`config.mk`:
```
export PLATFORM = sky130hd
export DESIGN_NAME = add_packet_sequencer_flat
export DESIGN_NICKNAME = d
export VERILOG_FILES = /design/src/rtl/add_packet_sequencer_if.sv /design/src/rtl/add_packet_sequencer.sv /design/src/flat_wrapper.sv
export SDC_FILE = /design/constraint.sdc
export NUM_CORES = 1
export LEC_CHECK = 0
export BUFFER_PORTS_ARGS = -buffer_cell sky130_fd_sc_hd__buf_2
export CORE_ASPECT_RATIO = 2
export CORE_MARGIN = 1
export CORE_UTILIZATION = 48
export CTS_CLUSTER_SIZE = 12
export DETAILED_ROUTE_END_ITERATION = 8
export GPL_TIMING_DRIVEN = 0
export PLACE_DENSITY = 0.83
export SYNTH_ARGS = -nofsm -noshare
export SYNTH_HDL_FRONTEND = slang
export SYNTH_SLANG_ARGS = --single-unit
```
`constraint.sdc`:
```
create_clock -name clk -period 2.89 [get_ports clk]
set_clock_uncertainty 0.05 [all_clocks]
set_input_delay 0.1445 -clock clk [delete_from_list [all_inputs] [get_ports clk]]
set_output_delay 0.1445 -clock clk [all_outputs]
set_load 0.05 [all_outputs]
```
`src/rtl/add_packet_sequencer_if.sv`:
```
// Byte stream handshake between the UART rx/tx ports and the sequencer.
// master = UART/host side, slave = sequencer side.
interface add_packet_sequencer_if;
  logic [7:0] rx_data;
  logic       rx_valid;
  logic [7:0] tx_data;
  logic       tx_valid;
  logic       tx_ready;

  modport master (
    output rx_data, rx_valid, tx_ready,
    input  tx_data, tx_valid
  );

  modport slave (
    input  rx_data, rx_valid, tx_ready,
    output tx_data, tx_valid
  );
endinterface

```
`src/rtl/add_packet_sequencer.sv`:
```
// Request parser / response serializer for the four 64-bit adders.
// Optional macro RX_TIMEOUT_EN aborts a stalled request after TIMEOUT_CYCLES.
module add_packet_sequencer #(
  parameter int ADD_LATENCY    = 1,
  parameter int TIMEOUT_CYCLES = 100000
) (
  input  logic        clk,
  input  logic        rst_n,
  input  logic        btn_l,
  input  logic        btn_u,
  input  logic        btn_r,
  input  logic        btn_d,
  add_packet_sequencer_if.slave bus,
  output logic [63:0] op_a,
  output logic [63:0] op_b,
  output logic        op_valid,
  input  logic [63:0] res0,
  input  logic [63:0] res1,
  input  logic [63:0] res2,
  input  logic [63:0] res3,
  output logic [1:0]  sel,
  output logic        busy,
  output logic        err_pulse,
  output logic [7:0]  err_cnt,
  output logic [7:0]  drop_cnt
);

  typedef enum logic [2:0] {
    S_IDLE,
    S_HDR1,
    S_OPA,
    S_OPB,
    S_CSUM,
    S_WAIT,
    S_SEND
  } state_t;

  state_t      state;
  state_t      state_d;
  logic [63:0] sha;
  logic [63:0] shb;
  logic [3:0]  idx;
  logic [3:0]  lat_cnt;
  logic [87:0] frame;
  logic [63:0] res_sel;
  logic [7:0]  ck_exp;
  logic [7:0]  ck2;
  logic        ck_ok;
  logic        ck_bad;
  logic        capture;
  logic        tmo;
  logic        rx_v;
  logic [7:0]  rx_d;
  logic        parsing;

  assign rx_v    = bus.rx_valid;
  assign rx_d    = bus.rx_data;
  assign busy    = (state == S_WAIT) || (state == S_SEND);
  assign parsing = (state == S_HDR1) || (state == S_OPA)
                || (state == S_OPB)  || (state == S_CSUM);

  // frame shifts out LSB first and refills with zeros
  assign bus.tx_data  = frame[7:0];
  assign bus.tx_valid = (state == S_SEND);

  always_comb begin
    res_sel = res0;
    unique case (sel)
      2'd0: res_sel = res0;
      2'd1: res_sel = res1;
      2'd2: res_sel = res2;
      2'd3: res_sel = res3;
    endcase
  end

  assign ck2 = 8'hFD + res_sel[7:0];

`ifdef RX_TIMEOUT_EN
  logic [31:0] tmo_cnt;

  always_ff @(posedge clk) begin
    if (!rst_n)
      tmo_cnt <= '0;
    else if (!parsing || rx_v)
      tmo_cnt <= '0;
    else
      tmo_cnt <= tmo_cnt + 32'd1;
  end

  assign tmo = parsing && !rx_v
            && (tmo_cnt == 32'(TIMEOUT_CYCLES - 1));
`else
  logic [31:0] unused_tmo;
  assign unused_tmo = 32'(TIMEOUT_CYCLES);
  assign tmo = 1'b0;
`endif

  always_comb begin
    state_d = state;
    ck_ok   = 1'b0;
    ck_bad  = 1'b0;
    capture = 1'b0;
    ck_exp  = 8'hCD + sha[7:0] + shb[7:0];
    unique case (state)
      S_IDLE:
        if (rx_v && rx_d == 8'hCD)
          state_d = S_HDR1;
      S_HDR1:
        if (rx_v) begin
          if (rx_d == 8'hBA)
            state_d = S_OPA;
          else if (rx_d != 8'hCD)
            state_d = S_IDLE;
        end
      S_OPA:
        if (rx_v && idx == 4'd7)
          state_d = S_OPB;
      S_OPB:
        if (rx_v && idx == 4'd7)
          state_d = S_CSUM;
      S_CSUM:
        if (rx_v) begin
          if (rx_d == ck_exp) begin
            ck_ok   = 1'b1;
            state_d = S_WAIT;
          end else begin
            ck_bad  = 1'b1;
            state_d = S_IDLE;
          end
        end
      S_WAIT:
        if (lat_cnt == 4'd0) begin
          capture = 1'b1;
          state_d = S_SEND;
        end
      S_SEND:
        if (bus.tx_ready && idx == 4'd10)
          state_d = S_IDLE;
      default:
        state_d = S_IDLE;
    endcase
    if (tmo)
      state_d = S_IDLE;
  end

  always_ff @(posedge clk) begin
    if (!rst_n)
      state <= S_IDLE;
    else
      state <= state_d;
  end

  always_ff @(posedge clk) begin
    if (!rst_n) begin
      sha       <= '0;
      shb       <= '0;
      idx       <= '0;
      lat_cnt   <= '0;
      frame     <= '0;
      op_a      <= '0;
      op_b      <= '0;
      op_valid  <= 1'b0;
      sel       <= 2'd0;
      err_pulse <= 1'b0;
      err_cnt   <= '0;
      drop_cnt  <= '0;
    end else begin
      op_valid  <= 1'b0;
      err_pulse <= 1'b0;

      if (btn_l)      sel <= 2'd0;
      else if (btn_u) sel <= 2'd1;
      else if (btn_r) sel <= 2'd2;
      else if (btn_d) sel <= 2'd3;

      if (rx_v && busy && drop_cnt != 8'hFF)
        drop_cnt <= drop_cnt + 8'd1;

      if (state == S_IDLE || state == S_HDR1)
        idx <= '0;

      if (state == S_OPA && rx_v) begin
        sha <= {rx_d, sha[63:8]};
        idx <= (idx == 4'd7) ? 4'd0 : idx + 4'd1;
      end

      if (state == S_OPB && rx_v) begin
        shb <= {rx_d, shb[63:8]};
        idx <= (idx == 4'd7) ? 4'd0 : idx + 4'd1;
      end

      if (ck_ok) begin
        op_a     <= sha;
        op_b     <= shb;
        op_valid <= 1'b1;
        lat_cnt  <= 4'(ADD_LATENCY);
      end

      if ((ck_bad || tmo) && err_cnt != 8'hFF)
        err_cnt <= err_cnt + 8'd1;
      if (ck_bad || tmo)
        err_pulse <= 1'b1;

      if (state == S_WAIT && lat_cnt != 4'd0)
        lat_cnt <= lat_cnt - 4'd1;

      if (capture) begin
        frame <= {ck2, res_sel, 8'hBA, 8'hFD};
        idx   <= '0;
      end

      if (state == S_SEND && bus.tx_ready) begin
        frame <= {8'h00, frame[87:8]};
        idx   <= idx + 4'd1;
      end
    end
  end

endmodule

```
`src/flat_wrapper.sv`:
```
// flat-port wrapper written by rule: the top's interface ports become plain ports
module add_packet_sequencer_flat 
#(
  parameter int ADD_LATENCY    = 1,
  parameter int TIMEOUT_CYCLES = 100000
)
  (clk, rst_n, btn_l, btn_u, btn_r, btn_d, op_a, op_b, op_valid, res0, res1, res2, res3, sel, busy, err_pulse, err_cnt, drop_cnt, bus_rx_data, bus_rx_valid, bus_tx_ready, bus_tx_data, bus_tx_valid);
  add_packet_sequencer_if bus_i ();
  input  logic clk;
  input  logic rst_n;
  input  logic btn_l;
  input  logic btn_u;
  input  logic btn_r;
  input  logic btn_d;
  output logic [63:0] op_a;
  output logic [63:0] op_b;
  output logic op_valid;
  input  logic [63:0] res0;
  input  logic [63:0] res1;
  input  logic [63:0] res2;
  input  logic [63:0] res3;
  output logic [1:0] sel;
  output logic busy;
  output logic err_pulse;
  output logic [7:0] err_cnt;
  output logic [7:0] drop_cnt;
  input wire logic [$bits(bus_i.rx_data)-1:0] bus_rx_data;
  input wire logic [$bits(bus_i.rx_valid)-1:0] bus_rx_valid;
  input wire logic [$bits(bus_i.tx_ready)-1:0] bus_tx_ready;
  output wire logic [$bits(bus_i.tx_data)-1:0] bus_tx_data;
  output wire logic [$bits(bus_i.tx_valid)-1:0] bus_tx_valid;
  assign bus_i.rx_data = bus_rx_data;
  assign bus_i.rx_valid = bus_rx_valid;
  assign bus_i.tx_ready = bus_tx_ready;
  assign bus_tx_data = bus_i.tx_data;
  assign bus_tx_valid = bus_i.tx_valid;
  add_packet_sequencer #(.ADD_LATENCY(ADD_LATENCY), .TIMEOUT_CYCLES(TIMEOUT_CYCLES)) u_core (.clk(clk), .rst_n(rst_n), .btn_l(btn_l), .btn_u(btn_u), .btn_r(btn_r), .btn_d(btn_d), .bus(bus_i), .op_a(op_a), .op_b(op_b), .op_valid(op_valid), .res0(res0), .res1(res1), .res2(res2), .res3(res3), .sel(sel), .busy(busy), .err_pulse(err_pulse), .err_cnt(err_cnt), .drop_cnt(drop_cnt));
endmodule
```
---- Yosys cells after proc, flatten, opt, wreduce, memory -nomap -nowiden ----
Index checks and enable logic that the tools add are counted.
word-level totals
  bits in registers ....................... 375
  input port bits ......................... 272
  output and inout port bits .............. 158
  word-level logic and storage cells ...... 108
operators by class
  $add $sub $neg .......................... 7
  equality and inequality tests ........... 25
  multiplexer cells ....................... 35
  bitwise logic cells ..................... 1
  reductions and logical operators ........ 25
operators by type and width
  cell                                                              count
  64-bit one-hot mux with 4 select lines                            1
  80-bit 2-to-1 mux                                                 2
  4-bit 2-to-1 mux                                                  8
  3-bit 2-to-1 mux                                                  10
  8-bit != test (second input constant)                             3
  3-bit one-hot mux with 7 select lines                             1
  8-bit by 1-bit adder with 8-bit output (second input constant)    2
  8-bit adder (first input constant)                                2
  8-bit == test (second input constant)                             2
  1-bit 2-to-1 mux                                                  11
  1-bit logical AND                                                 10
  2-bit != test (second input constant)                             5
  3-bit == test (second input constant)                             3
  8-bit adder                                                       1
  8-bit == test                                                     1
  8-bit AND reduction                                               1
  3-bit by 2-bit == test with 1-bit output (second input constant)  2
  2-bit nonzero test                                                3
  5-bit nonzero test                                                1
  4-bit by 1-bit adder with 4-bit output (second input constant)    1
  2-bit == test (second input constant)                             2
  4-bit by 3-bit == test with 1-bit output (second input constant)  1
  4-bit == test (second input constant)                             1
  4-bit logical NOT                                                 1
  14 further kinds                                                  18

---- Longest topological paths before layout ----
Gate-level depths: netlist of run 1.
  depth in word-level cells ............... 8
  mapped depth ............................ 14
  mapped depth without buffers ............ 12

---- Worst setup path before layout of run 1 ----
No wires, ideal clock.
  path type ............................... register -> register
  from .................................... register u_core.shb[1]
  to ...................................... register u_core.op_a[49]
  setup time .............................. 0.132 ns
  arrival ................................. 2.670 ns
  required time ........................... 2.708 ns
  setup slack ............................. 0.038 ns
  stages on the path, launching flop included .. 13
  path buffers ............................ 2
  period minus slack after synthesis ...... 2.852 ns
  path through ............................ dfxtp_1 ha_1 ha_1 fa_1 nand3_1 nand2_1 xnor2_1 nor4_1 nand3_1 buf_2 buf_2 nand2_1 a21oi_1
on the way
  longest elaborated chain between the ends .. 5
ends and longest elaborated chain
  item                      RTL line                     RTL
  start: declaration        add_packet_sequencer.sv:41   logic [63:0] shb;
  start signal: assignment  add_packet_sequencer.sv:188  shb <= {rx_d, shb[63:8]};
  8-bit adder               add_packet_sequencer.sv:103  ck_exp = 8'hCD + sha[7:0] + shb[7:0];
  8-bit == test             add_packet_sequencer.sv:123  if (rx_d == ck_exp) begin
  1-bit 2-to-1 mux          add_packet_sequencer.sv:123
  1-bit 2-to-1 mux          add_packet_sequencer.sv:122  if (rx_v) begin
  1-bit 2-to-1 mux          add_packet_sequencer.sv:104  unique case (state)
  end signal: assignment    add_packet_sequencer.sv:160  op_a <= '0;
  end signal: assignment    add_packet_sequencer.sv:193  op_a <= sha;
  end: declaration          add_packet_sequencer.sv:14   output logic [63:0] op_a,
Every way passes these cells.
A chain may end at the register's enable or synchronous reset.

---- Worst setup path in the final report of run 1 ----
  from .................................... register u_core.shb[1]
  to ...................................... register u_core.op_b[28]
on the way
  longest elaborated chain between the ends .. 5
ends and longest elaborated chain
  item                    RTL line                     RTL
  8-bit adder             add_packet_sequencer.sv:103
  8-bit == test           add_packet_sequencer.sv:123
  1-bit 2-to-1 mux        add_packet_sequencer.sv:123
  1-bit 2-to-1 mux        add_packet_sequencer.sv:122
  1-bit 2-to-1 mux        add_packet_sequencer.sv:104
  end signal: assignment  add_packet_sequencer.sv:161  op_b <= '0;
  end signal: assignment  add_packet_sequencer.sv:194  op_b <= shb;
  end: declaration        add_packet_sequencer.sv:15   output logic [63:0] op_b,
Every way passes these cells.

==> summary.txt, run 1 <==
Drt
  – DRC: 0
  – Vias per inst: 5.68
  – Final ANT Viol Nets: 0
  – WL/cell: 21.1 µm
  – Total vias in the final route: 15920
  – DRT Pass-1 Iters: 7
  – Detailed Route WL: 59.1 mm
  – Drt initial violations: 1113

Die
  – Die Area: 33600 µm²
  – Top Ports: 430
  – Placeable Area: 32200 µm²
  – Die Span Y: 258 µm
  – Initial Utilization: 48.8%
  – Floorplan row count: 93
  – Die X: 130 µm

Power
  – Power per Cell Area: 502 nW/µm²
  – Int Power: 8.11 mW
  – Combinational share of power: 6.1%
  – Worst IR Drop VDD: 0.000372 V
  – Net Sw Power: 2.32 mW
  – Leak pwr: 7.94 nW
  – Sequential Power Share: 49.6%
  – Clock power frac: 44.3%
  – Sw frac: 22.3%

Final layout
  – Synth-to-layout area growth: 32.2%
  – Fin nets: 2640
  – Fraction of layout cells with a size suffix above 1: 30.7%
  – Fillcell total: 2551
  – Design area: 20800 µm²

STA
  – Final setup vio count: 96
  – Fin worst setup slack: -0.206 ns
  – Worst Tran Pin Value: 0.903 ns
  – Hold Violations, Final: 0
  – Max_slew headroom: 39.8%
  – Tightest hold margin: 0.0763 ns
  – RSZ-0062 raised after global routing: yes
  – Period utilization: 107%
  – Fmax: 0.323 GHz
  – Slew Limit Fails: 0
  – Final worst path period need: 3.10 ns
  – Final setup TNS: -3.47 ns

Placement
  – Post-detail-place hpwl: 44.3 mm
  – Place WS: -1.01 ns
  – Dpl cell area: 18400 µm²
  – IO buf count: 429
  – Final GP Congestion: 0.973

Yosys
  – Netlist cell types: 56
  – Yosys warns: 0
  – Cells after Synth: 1845
  – Synth async-reset ratio: 0%
  – Largest area contributor in the netlist: dfxtp_1
  – Synth Area per Inst: 8.53 µm²
  – Flops & latches, synth: 375
  – Syn_nets: 2137
  – Top-count cell post-synth: nand2_1
  – EDFF count, synth: 0
  – Main flop type after synthesis: dfxtp_1
  – Seq/Total Area, Yosys: 47.7%
  – Post-Syn Area: 15700 µm²
  – List of most frequent post-synthesis cells: nand2_1, dfxtp_1, a21oi_1, clkbuf_1, a22oi_1
  – Largest cells by area after synthesis: dfxtp_1, nand2_1, a21oi_1
  – Area share of the leading cell type in the synthesized netlist: 47.7%

Global route
  – Met2 usage: 63.1%
  – Overflow after GRT: 0
  – Vias in the first global route: 15650
  – Met1 Use GR: 31.1%
  – Largest net degree at the start of global routing: 20
  – All-Layer GR Usage: 33.9%
  – Met3 Usage GRT: 8.00%
  – Initial antenna violation count: 29
  – First-pass GRT wire length: 84.6 mm
  – Gr busiest metal: met2

Critical path
  – Largest fanout on the critical path: 8
  – Worst Path Arrival: 3.48 ns
  – CP Data Required Time: 3.27 ns
  – Crit path launch type: flop
  – Crit Path Category: flop to flop
  – Worst reg2reg path depth: 12
  – Crit path capture type: flop

CTS
  – Root buffer cell: clkbuf_16
  – Clk_lat worst skew: 0.54 ns
  – CTS tree: done
  – Worst-path clk slew: 0.07 ns
  – Htree depth: 2
  – Worst-case clock buffer depth: 3
  – Sink Count: 375
  – Number of CTS-inserted buffers: 38

Worst hold path
  – Hold Crit Class: input port to flop
  – Hold Path Depth: 4

Outcome
  – Failing checks: negative setup slack
  – Outcome: finished, violations left

Job
  – Maxcap violations: 0
[registers in the layout, indices dropped and copies added, names as in the netlist, 2 cells and up]
register / flops
u_core.op_a: 64
u_core.idx: 4
u_core.op_b: 64
u_core.frame: 88
u_core.shb: 64
u_core.lat_cnt: 4
u_core.sel: 2
u_core.state: 3
u_core.err_cnt: 8
u_core.drop_cnt: 8
u_core.sha: 64
[worst paths after layout]
| check | endpoint | from | slack [ns] |
|---|---|---|---|
| min | u_core.frame[44] | res0[28] | 0.08 |
| max | u_core.op_b[28] | u_core.shb[1] | -0.21 |
| max reg2reg | u_core.op_b[28] | u_core.shb[1] | -0.21 |
| min reg2reg | u_core.op_a[11] | u_core.op_a[11] | 0.40 |
[power by group through the flow]
stage	clock (mW)	sequential, mW	combinational [mW]
6_report	4.62	5.17	0.639
5_1_grt	4.86	5.17	0.674
4_1_cts	4.63	5.17	0.628
3_5_place_dp	0	5.29	0.600
3_3_place_gp	0	5.29	0.591
2_1_floorplan	0	5.29	0.288
[critical path, cell delays in order (launching register included)]
cell,delay (ns)
dfxtp_4,0.36
ha_4,0.22
ha_4,0.16
fa_2,0.56
xnor2_2,0.12
nand3_2,0.12
nor4_4,0.35
and3_4,0.28
buf_6,0.11
buf_12,0.15
buf_8,0.14
nand2_1,0.08
a21oi_2,0.27
[routing by layer]
| metal | up-vias | share of wire (%) |
|---|---|---|
| li1 | 7303 | - |
| met1 | 7450 | 30 |
| met2 | 882 | 52 |
| met3 | 275 | 8.9 |
| met4 | 10 | 8.3 |
| met5 | - | 0.12 |
[stage by stage]
step | power [mW] | util (%) | instances
global route | 10.7 | 64.4 | 2790
CTS | 10.4 | 62.7 | 2777
global placement | 5.88 | 57.1 | 2701
detailed placement | 5.89 | 57.1 | 2701
finish | 10.4 | 64.5 | 2801
floorplan | 5.58 | - | 1845
[what timing repair did]
action / CTS / global route
cloned: 2 / 7
hold endpoints to repair: 18 / 0
setup endpoints to repair: 144 / 140
hold buffers: 13 / 0
pin swaps: 22 / 41
buffers inserted: 12 / 2
resized for setup: 99 / 118
[placed cells by master (no fill, tap or decap), drive strengths merged, types with 2 or more instances in the layout]
cell type	Yosys	layout
a21oi	340	340
a31oi	3	3
clkbuf	97	146
nor2	50	50
nand3	13	13
nor3	10	10
o31a	2	2
nand2	602	602
and3	3	3
o31ai	3	3
nor2b	3	3
buf	51	500
clkinv	1	2
diode	0	16
xnor2	22	22
o21a	3	3
a311oi	2	2
nand4	7	7
or3	4	4
nand3b	2	2
inv	24	25
mux4	64	64
or4	3	3
a211oi	7	7
nor4	5	5
dlygate4sd3	0	13
nand2b	8	8
o22ai	12	12
o21ai	8	8
dfxtp	375	375
or2	2	2
xor2	9	9
o211ai	2	2
a22oi	68	68
and2	5	5
ha	19	19
[cell families (layout without fill, tap and decap cells)]
family / Yosys count / count (layout) / share of synthesized area (%)
xor gates and xnor gates: 31 / 31 / 1.73
and+or+nand+nor: 723 / 723 / 18.5
muxes: 65 / 65 / 9.22
other: 0 / 16 / 0
adders and majority gates: 20 / 20 / 1.64
buffers and inverters: 173 / 686 / 4.83
AOI/OAI and AO/OA: 458 / 458 / 16.4
DFF: 375 / 375 / 47.7
[layout make-up]
cell class,count,area (µm²),share of cell area [%]
antenna,16,40.0,0.193
buffer,147,866,4.16
clock buffer,48,1090,5.25
clock inverter,2,13.8,0.0662
inverter,25,96.3,0.463
multi-input combinational,1297,8000,38.5
sequential,375,7520,36.2
tap,427,534,2.57
timing repair buffer,464,2630,12.6
Note: power is estimated with default switching activity, not from simulation.
==> inputs of run 2 (changes only) <==
--- a/config.mk
+++ b/config.mk
@@ -7,12 +7,12 @@
 export LEC_CHECK = 0
 export BUFFER_PORTS_ARGS = -buffer_cell sky130_fd_sc_hd__buf_2
 export CORE_ASPECT_RATIO = 2
-export CORE_MARGIN = 1
-export CORE_UTILIZATION = 48
+export CORE_MARGIN = 2
+export CORE_UTILIZATION = 53
 export CTS_CLUSTER_SIZE = 12
 export DETAILED_ROUTE_END_ITERATION = 8
 export GPL_TIMING_DRIVEN = 0
-export PLACE_DENSITY = 0.83
+export PLACE_DENSITY = 0.87
 export SYNTH_ARGS = -nofsm -noshare
 export SYNTH_HDL_FRONTEND = slang
 export SYNTH_SLANG_ARGS = --single-unit
==> constraint.sdc (replaced) <==
create_clock -name clk -period 3.3 [get_ports clk]
set_clock_uncertainty 0.05 [all_clocks]
set_input_delay 0.165 -clock clk [delete_from_list [all_inputs] [get_ports clk]]
set_output_delay 0.165 -clock clk [all_outputs]
set_load 0.05 [all_outputs]
==> run 2 against run 1 <==
Net effect:
- the run now ends clean
- register-to-register slack better by 0.29 ns
- first-iteration DRC count shrank 0.90%
- critical path depth decreased by 1
- hold slack gained 0.022 ns
- setup slack better by 0.29 ns
- final area is 5.7% lower
- global-route usage up 1.2 points
- wire length shrank 4.8%
- combinational power shrank 15%
- count of clock-buffer cells in the layout fell by 2
==> summary.txt, run 2 (same netlist as run 1, synthesis figures left out) <==
Outcome
  – Outcome: completed

Final layout
  – Fraction of layout cells with a size suffix above 1: 25.5% (-5.3 points)
  – Synth-to-layout area growth: 24.6%
  – Most common cell after layout, fill and taps aside: nand2_1
  – Fin nets: 2619 (-0.80%)
  – Commonest non-fill, non-tap cells in the layout: nand2_1, buf_2, dfxtp_1, a21oi_1, clkbuf_1
  – Largest register FFs: 88 (unchanged)
  – Largest Register: u_core.frame
  – Fillcell total: 2422 (-5.1%)

Power
  – Combinational share of power: 6.1% (about the same)
  – Sw frac: 22.2% (-0.14 points)
  – Net Sw Power: 1.98 mW (-15%)
  – Leak pwr: 7.46 nW (-6.0%)
  – Power per Cell Area: 455 nW/µm² (-9.2%)
  – Clock power frac: 43.1% (-1.2 points)
  – Sequential Power Share: 50.7% (+1.1 points)
  – Int Power: 6.95 mW (-14%)
  – Total power: 8.93 mW (-14%)
  – Worst IR Drop VDD: 0.000323 V (-13%)

Critical path
  – CP Data Required Time: 3.70 ns (+0.43 ns)
  – Crit Path Category: flop to flop
  – CP peak stage delay: 0.46 ns (-0.10 ns)
  – CP delay by family, top: adder cells
  – Crit-path most repeated cell: a21oi_1
  – Crit path cell chain: ha_1 > ha_2 > fa_1 > nand3_1 > a21oi_1 > nor3_1 > a311oi_4 > a21bo_2 > buf_6 > or4_1 > a21oi_1
  – WP buf/inv: 1 (-2)
  – Worst flop-to-flop path endpoint: u_core.err_cnt[2]
  – Worst Path Arrival: 3.62 ns (+0.14 ns)
  – Largest fanout on the critical path: 10 (+2)
  – Crit path capture type: flop
  – Slowest CP cell: or4_1
  – Crit path launch type: flop
  – Worst r2r src: u_core.shb[1]
  – Worst reg2reg path depth: 11 (-1)
  – R2r setup slk: 0.08 ns (+0.29 ns)

STA
  – Period utilization: 97.5% (-9.7 points)
  – Final worst path period need: 3.22 ns (+0.120 ns)
  – Hold Violations, Final: 0 (unchanged)
  – Max_slew headroom: 43.3% (+3.5 points)
  – Worst Tran Pin Value: 0.851 ns (-0.0520 ns)
  – Fmax: 0.311 GHz (-3.7%)
  – Slew Limit Fails: 0 (unchanged)
  – Final setup vio count: 0 (-100%)
  – Final setup TNS: 0 ns (+3.47 ns)

CTS
  – Htree depth: 2 (unchanged)
  – Worst-case clock buffer depth: 3 (unchanged)
  – Clk_lat worst skew: 0.54 ns (about the same)
  – Number of CTS-inserted buffers: 37 (-2.6%)
  – Root buffer cell: clkbuf_16
  – Worst-path clk slew: 0.06 ns (about the same)
  – Sink Count: 375 (unchanged)
  – CTS tree: done

Drt
  – DRC: 0 (unchanged)
  – Routed wl met2: 28.6 mm (-7.7%)
  – Vias per inst: 5.75 (+1.2%)
  – Met3 WL: 5.80 mm (+10%)
  – Drt initial violations: 1103 (-0.90%)
  – WL met1: 17.4 mm (-2.9%)
  – DRT Pass-1 Iters: 5 (-2)
  – Detailed Route WL: 56.3 mm (-4.8%)
  – Top layer in use: met5
  – Final ANT Viol Nets: 0 (unchanged)
  – WL/cell: 20.7 µm (-1.8%)
  – Total vias in the final route: 15624 (-1.9%)

Worst hold path
  – Worst Min Path Start: res2[40]
  – Hold Path Depth: 4 (unchanged)
  – Hold Crit Class: input port to flop
  – Hold endpoint: u_core.frame[56]

Die
  – Initial Utilization: 53.5% (+4.7 points)
  – Die X: 126 µm (-3.2%)
  – Die Span Y: 248 µm (-4.0%)
  – Placeable Area: 29400 µm² (-8.8%)
  – Die Area: 31200 µm² (-7.1%)
  – Top Ports: 430 (unchanged)
  – Floorplan row count: 89 (-4.3%)

Job
  – Maxcap violations: 0 (unchanged)

Placement
  – Post-detail-place hpwl: 45.1 mm (+1.9%)
  – Final GP Congestion: 0.997 (+2.5%)
  – IO buf count: 429 (unchanged)

Global route
  – Initial antenna violation count: 29 (unchanged)
  – Largest net degree at the start of global routing: 13 (-35%)
  – Vias in the first global route: 15790 (+0.89%)
  – Overflow after GRT: 0 (unchanged)
  – First-pass GRT wire length: 83.9 mm (-0.86%)
  – All-Layer GR Usage: 35.1% (+1.2 points)
## run 2: cell types whose count changed in the layout (fill, tap and decap cells not counted), sizes merged
cell,delta
clkinv,-1
buf,-18
diode,+1
clkbuf,-4
## run 2: timing repair
action                     4_1_cts  5_1_grt
buffers inserted                 2        0
resized for setup                2       15
pin swaps                        1        2
hold buffers                    13        0
setup endpoints to repair      133      132
hold endpoints to repair        18        0
## run 2: cell type report
type | count | area [µm²] | share of cell area, %
sequential | 375 | 7510 | 38.3
multi-input combinational | 1297 | 7500 | 38.3
timing repair buffer | 444 | 2290 | 11.7
clock buffer | 46 | 1020 | 5.21
buffer | 147 | 676 | 3.45
tap | 364 | 455 | 2.32
inverter | 25 | 93.8 | 0.479
antenna | 17 | 42.5 | 0.217
clock inverter | 1 | 8.76 | 0.0447
## run 2: power by group through the flow
stage / sequential [mW] / clock (mW) / combinational [mW]
global route: 4.53 / 4.04 / 0.580
detailed placement: 4.63 / 0 / 0.524
CTS: 4.53 / 3.87 / 0.538
global placement: 4.63 / 0 / 0.516
finish: 4.53 / 3.85 / 0.546
floorplan: 4.63 / 0 / 0.252
## run 2: metal layers
metal	track usage, %	vias up
li1	-	7264
met1	32.9	7242
met2	64.5	853
met3	11.1	245
met4	23.7	20
met5	0	-
## run 2: worst min-delay path, stage by stage
cell and delay [ns]:
buf_2 0.07, mux4_2 0.21, a22oi_1 0.06, a21oi_1 0.13
## run 2: worst max-delay path by stage
stage,depth (start not counted),to,start
finish,11,u_core.err_cnt[2],u_core.shb[1]
global route,11,u_core.err_cnt[2],u_core.shb[1]
CTS,12,u_core.op_a[60],u_core.shb[1]
detailed placement,12,u_core.op_b[3],u_core.shb[1]
global placement,12,u_core.op_b[3],u_core.shb[1]
floorplan,12,u_core.op_a[49],u_core.shb[1]
## run 2: metrics by stage
| stage | worst slack [ns] | area, µm² | hold WS [ns] | util (%) | cells |
|---|---|---|---|---|---|
| 4_1_cts | 0.0242 | 19500 | 0.0880 | 66.4 | 2700 |
| 3_3_place_gp | -0.497 | 18300 | 0.298 | 62.4 | 2638 |
| 3_5_place_dp | -0.506 | 18300 | 0.301 | 62.4 | 2638 |
| 2_1_floorplan | 0.448 | 15700 | 0.194 | - | 1845 |
| 5_1_grt | -0.0121 | 19600 | 0.126 | 66.6 | 2702 |
| 6_report | 0.0840 | 19600 | 0.0979 | 66.7 | 2716 |
==> inputs of run 3 (changes only) <==
--- a/config.mk
+++ b/config.mk
@@ -8,11 +8,12 @@
 export BUFFER_PORTS_ARGS = -buffer_cell sky130_fd_sc_hd__buf_2
 export CORE_ASPECT_RATIO = 2
 export CORE_MARGIN = 2
-export CORE_UTILIZATION = 53
+export CORE_UTILIZATION = 54
+export CTS_BUF_LIST = sky130_fd_sc_hd__clkbuf_8
 export CTS_CLUSTER_SIZE = 12
 export DETAILED_ROUTE_END_ITERATION = 8
 export GPL_TIMING_DRIVEN = 0
-export PLACE_DENSITY = 0.87
+export PLACE_DENSITY = 0.88
 export SYNTH_ARGS = -nofsm -noshare
 export SYNTH_HDL_FRONTEND = slang
 export SYNTH_SLANG_ARGS = --single-unit
==> run 3 against run 2 <==
Net effect:
- setup slack gained 0.039 ns
- via count is 2.0% higher
- sequential cell count unchanged
==> summary.txt, run 3 (same netlist as run 1, synthesis figures left out) <==
Critical path
  – Largest fanout on the critical path: 10 (unchanged)
  – Slowest CP cell: or4_1
  – CP Data Required Time: 3.77 ns (+0.07 ns)
  – CP peak stage delay: 0.46 ns (about the same)
  – CP delay by family, top: adder cells
  – Crit path capture type: flop
  – Crit path cell chain: ha_1 > ha_1 > fa_2 > nand3_1 > a21oi_1 > nor3_1 > a311oi_4 > a21bo_2 > buf_6 > or4_1 > a21oi_1
  – R2r setup slk: 0.12 ns (+0.04 ns)
  – Crit path launch type: flop
  – Crit Path Category: flop to flop
  – WP buf/inv: 1 (unchanged)
  – Worst Path Arrival: 3.65 ns (+0.03 ns)

Final layout
  – Final Non-Filler Cells: 2767 (+1.9%)
  – Fraction of layout cells with a size suffix above 1: 26.4% (+0.87 points)
  – Largest register FFs: 88 (unchanged)
  – Commonest non-fill, non-tap cells in the layout: nand2_1, buf_2, dfxtp_1, a21oi_1, clkbuf_1
  – Most common cell after layout, fill and taps aside: nand2_1
  – Final Core Density: 68.5% (+1.8 points)
  – Largest Register: u_core.frame
  – Fillcell total: 2300 (-5.0%)
  – Fin nets: 2631 (+0.46%)
  – Synth-to-layout area growth: 25.1%

Placement
  – Inst Count DP: 2634 (-0.15%)
  – IO buf count: 429 (unchanged)
  – Post-detail-place hpwl: 45.6 mm (+0.94%)
  – Final GP Congestion: 1.00 (+0.57%)

Power
  – Clock power frac: 41.8% (-1.3 points)
  – Int Power: 6.66 mW (-4.1%)
  – Leak pwr: 7.56 nW (+1.3%)
  – Combinational share of power: 6.3% (+0.2 points)
  – Net Sw Power: 2.05 mW (+3.9%)
  – Sequential Power Share: 51.9% (+1.2 points)
  – Sw frac: 23.6% (+1.4 points)
  – Power per Cell Area: 443 nW/µm² (-2.8%)
  – Worst IR Drop VDD: 0.000355 V (+9.7%)
  – Total power: 8.72 mW (-2.3%)

Outcome
  – Outcome: completed

STA
  – Period utilization: 96.3% (-1.2 points)
  – Hold Violations, Final: 0 (unchanged)
  – Final worst path period need: 3.18 ns (-0.0390 ns)
  – Worst Tran Pin Value: 0.873 ns (+0.0220 ns)
  – RSZ-0062 raised after global routing: no
  – Slew Limit Fails: 0 (unchanged)
  – Final setup TNS: 0 ns (unchanged)
  – Final setup vio count: 0 (unchanged)
  – Max_slew headroom: 41.8% (-1.5 points)
  – Fmax: 0.315 GHz (+1.2%)
  – Tightest hold margin: 0.0300 ns (-0.0679 ns)

Global route
  – Met1 Use GR: 35.9% (+2.9 points)
  – Gr busiest metal: met2
  – Initial antenna violation count: 41 (+41%)
  – Largest net degree at the start of global routing: 13 (unchanged)
  – All-Layer GR Usage: 36.2% (+1.0 points)
  – Met3 Usage GRT: 8.99% (-2.2 points)
  – Overflow after GRT: 0 (unchanged)
  – Met2 usage: 66.2% (+1.7 points)
  – First-pass GRT wire length: 85.2 mm (+1.6%)
  – Vias in the first global route: 15717 (-0.46%)

Drt
  – Total vias in the final route: 15939 (+2.0%)
  – WL/cell: 20.8 µm (+0.45%)
  – Drt initial violations: 1178 (+6.8%)
  – DRT Pass-1 Iters: 7 (+2)
  – DRC: 0 (unchanged)
  – Detailed Route WL: 57.6 mm (+2.3%)
  – Vias per inst: 5.76 (+0.14%)
  – Final ANT Viol Nets: 0 (unchanged)

Die
  – Top Ports: 430 (unchanged)
  – Die X: 125 µm (-0.90%)
  – Initial Utilization: 54.8% (+1.2 points)
  – Die Span Y: 245 µm (-0.91%)
  – Floorplan row count: 88 (-1.1%)
  – Placeable Area: 28700 µm² (-2.2%)
  – Die Area: 30600 µm² (-1.8%)

CTS
  – Root buffer cell: clkbuf_8
  – Sink Count: 375 (unchanged)
  – Htree depth: 2 (unchanged)
  – Number of CTS-inserted buffers: 49 (+32%)
  – CTS tree: done
  – Worst-path clk slew: 0.07 ns (about the same)
  – Clk_lat worst skew: 0.62 ns (+0.08 ns)
  – Worst-case clock buffer depth: 3 (unchanged)

Job
  – Maxcap violations: 0 (unchanged)

Worst hold path
  – Hold Crit Class: input port to flop
[run 3: through the flow]
step / cell area (µm²) / worst slack, ns
detailed placement: 18300 / -0.468
global route: 19600 / 0.00503
finish: 19700 / 0.123
global placement: 18300 / -0.418
CTS: 19600 / 0.0268
floorplan: 15700 / 0.448
[run 3: power by group through the flow]
stage / registers (mW) / clock network (mW) / logic (mW)
detailed placement: 4.63 / 0 / 0.520
global route: 4.52 / 3.82 / 0.577
finish: 4.53 / 3.64 / 0.546
CTS: 4.53 / 3.66 / 0.538
global placement: 4.63 / 0 / 0.512
floorplan: 4.63 / 0 / 0.252
[run 3: tightest hold or removal path: stages]
cell	delay, ns
buf_2	0.07
mux4_2	0.21
a22oi_1	0.06
a21oi_1	0.13
[run 3: final cells by class]
class	instances	area [µm²]	share of cell area [%]
multi-input combinational	1297	7520	38.2
inverter	25	93.8	0.477
clock inverter	25	140	0.712
buffer	148	713	3.62
antenna	28	70.1	0.356
tap	360	450	2.29
sequential	375	7510	38.1
timing repair buffer	443	2280	11.6
clock buffer	66	908	4.61
[run 3: timing repair]
action,CTS,global route
setup buffers,1,0
endpoints found under the hold margin,18,0
hold buffers,13,0
gates resized for setup,7,16
pin swaps,1,1
endpoints found under the setup margin,133,113
[run 3: final timing paths]
path,start,to,depth (start not counted)
hold reg to reg,u_core.op_a[20],u_core.op_a[20],2
hold / removal,res0[32],u_core.frame[48],4
setup / recovery,u_core.shb[1],u_core.err_cnt[2],11
setup reg to reg,u_core.shb[1],u_core.err_cnt[2],11
[run 3: per-layer routing]
layer	vias to the layer above	wire, µm
met2	875	29300
met3	247	5940
met5	-	95
met1	7462	17800
li1	7341	-
met4	14	4480
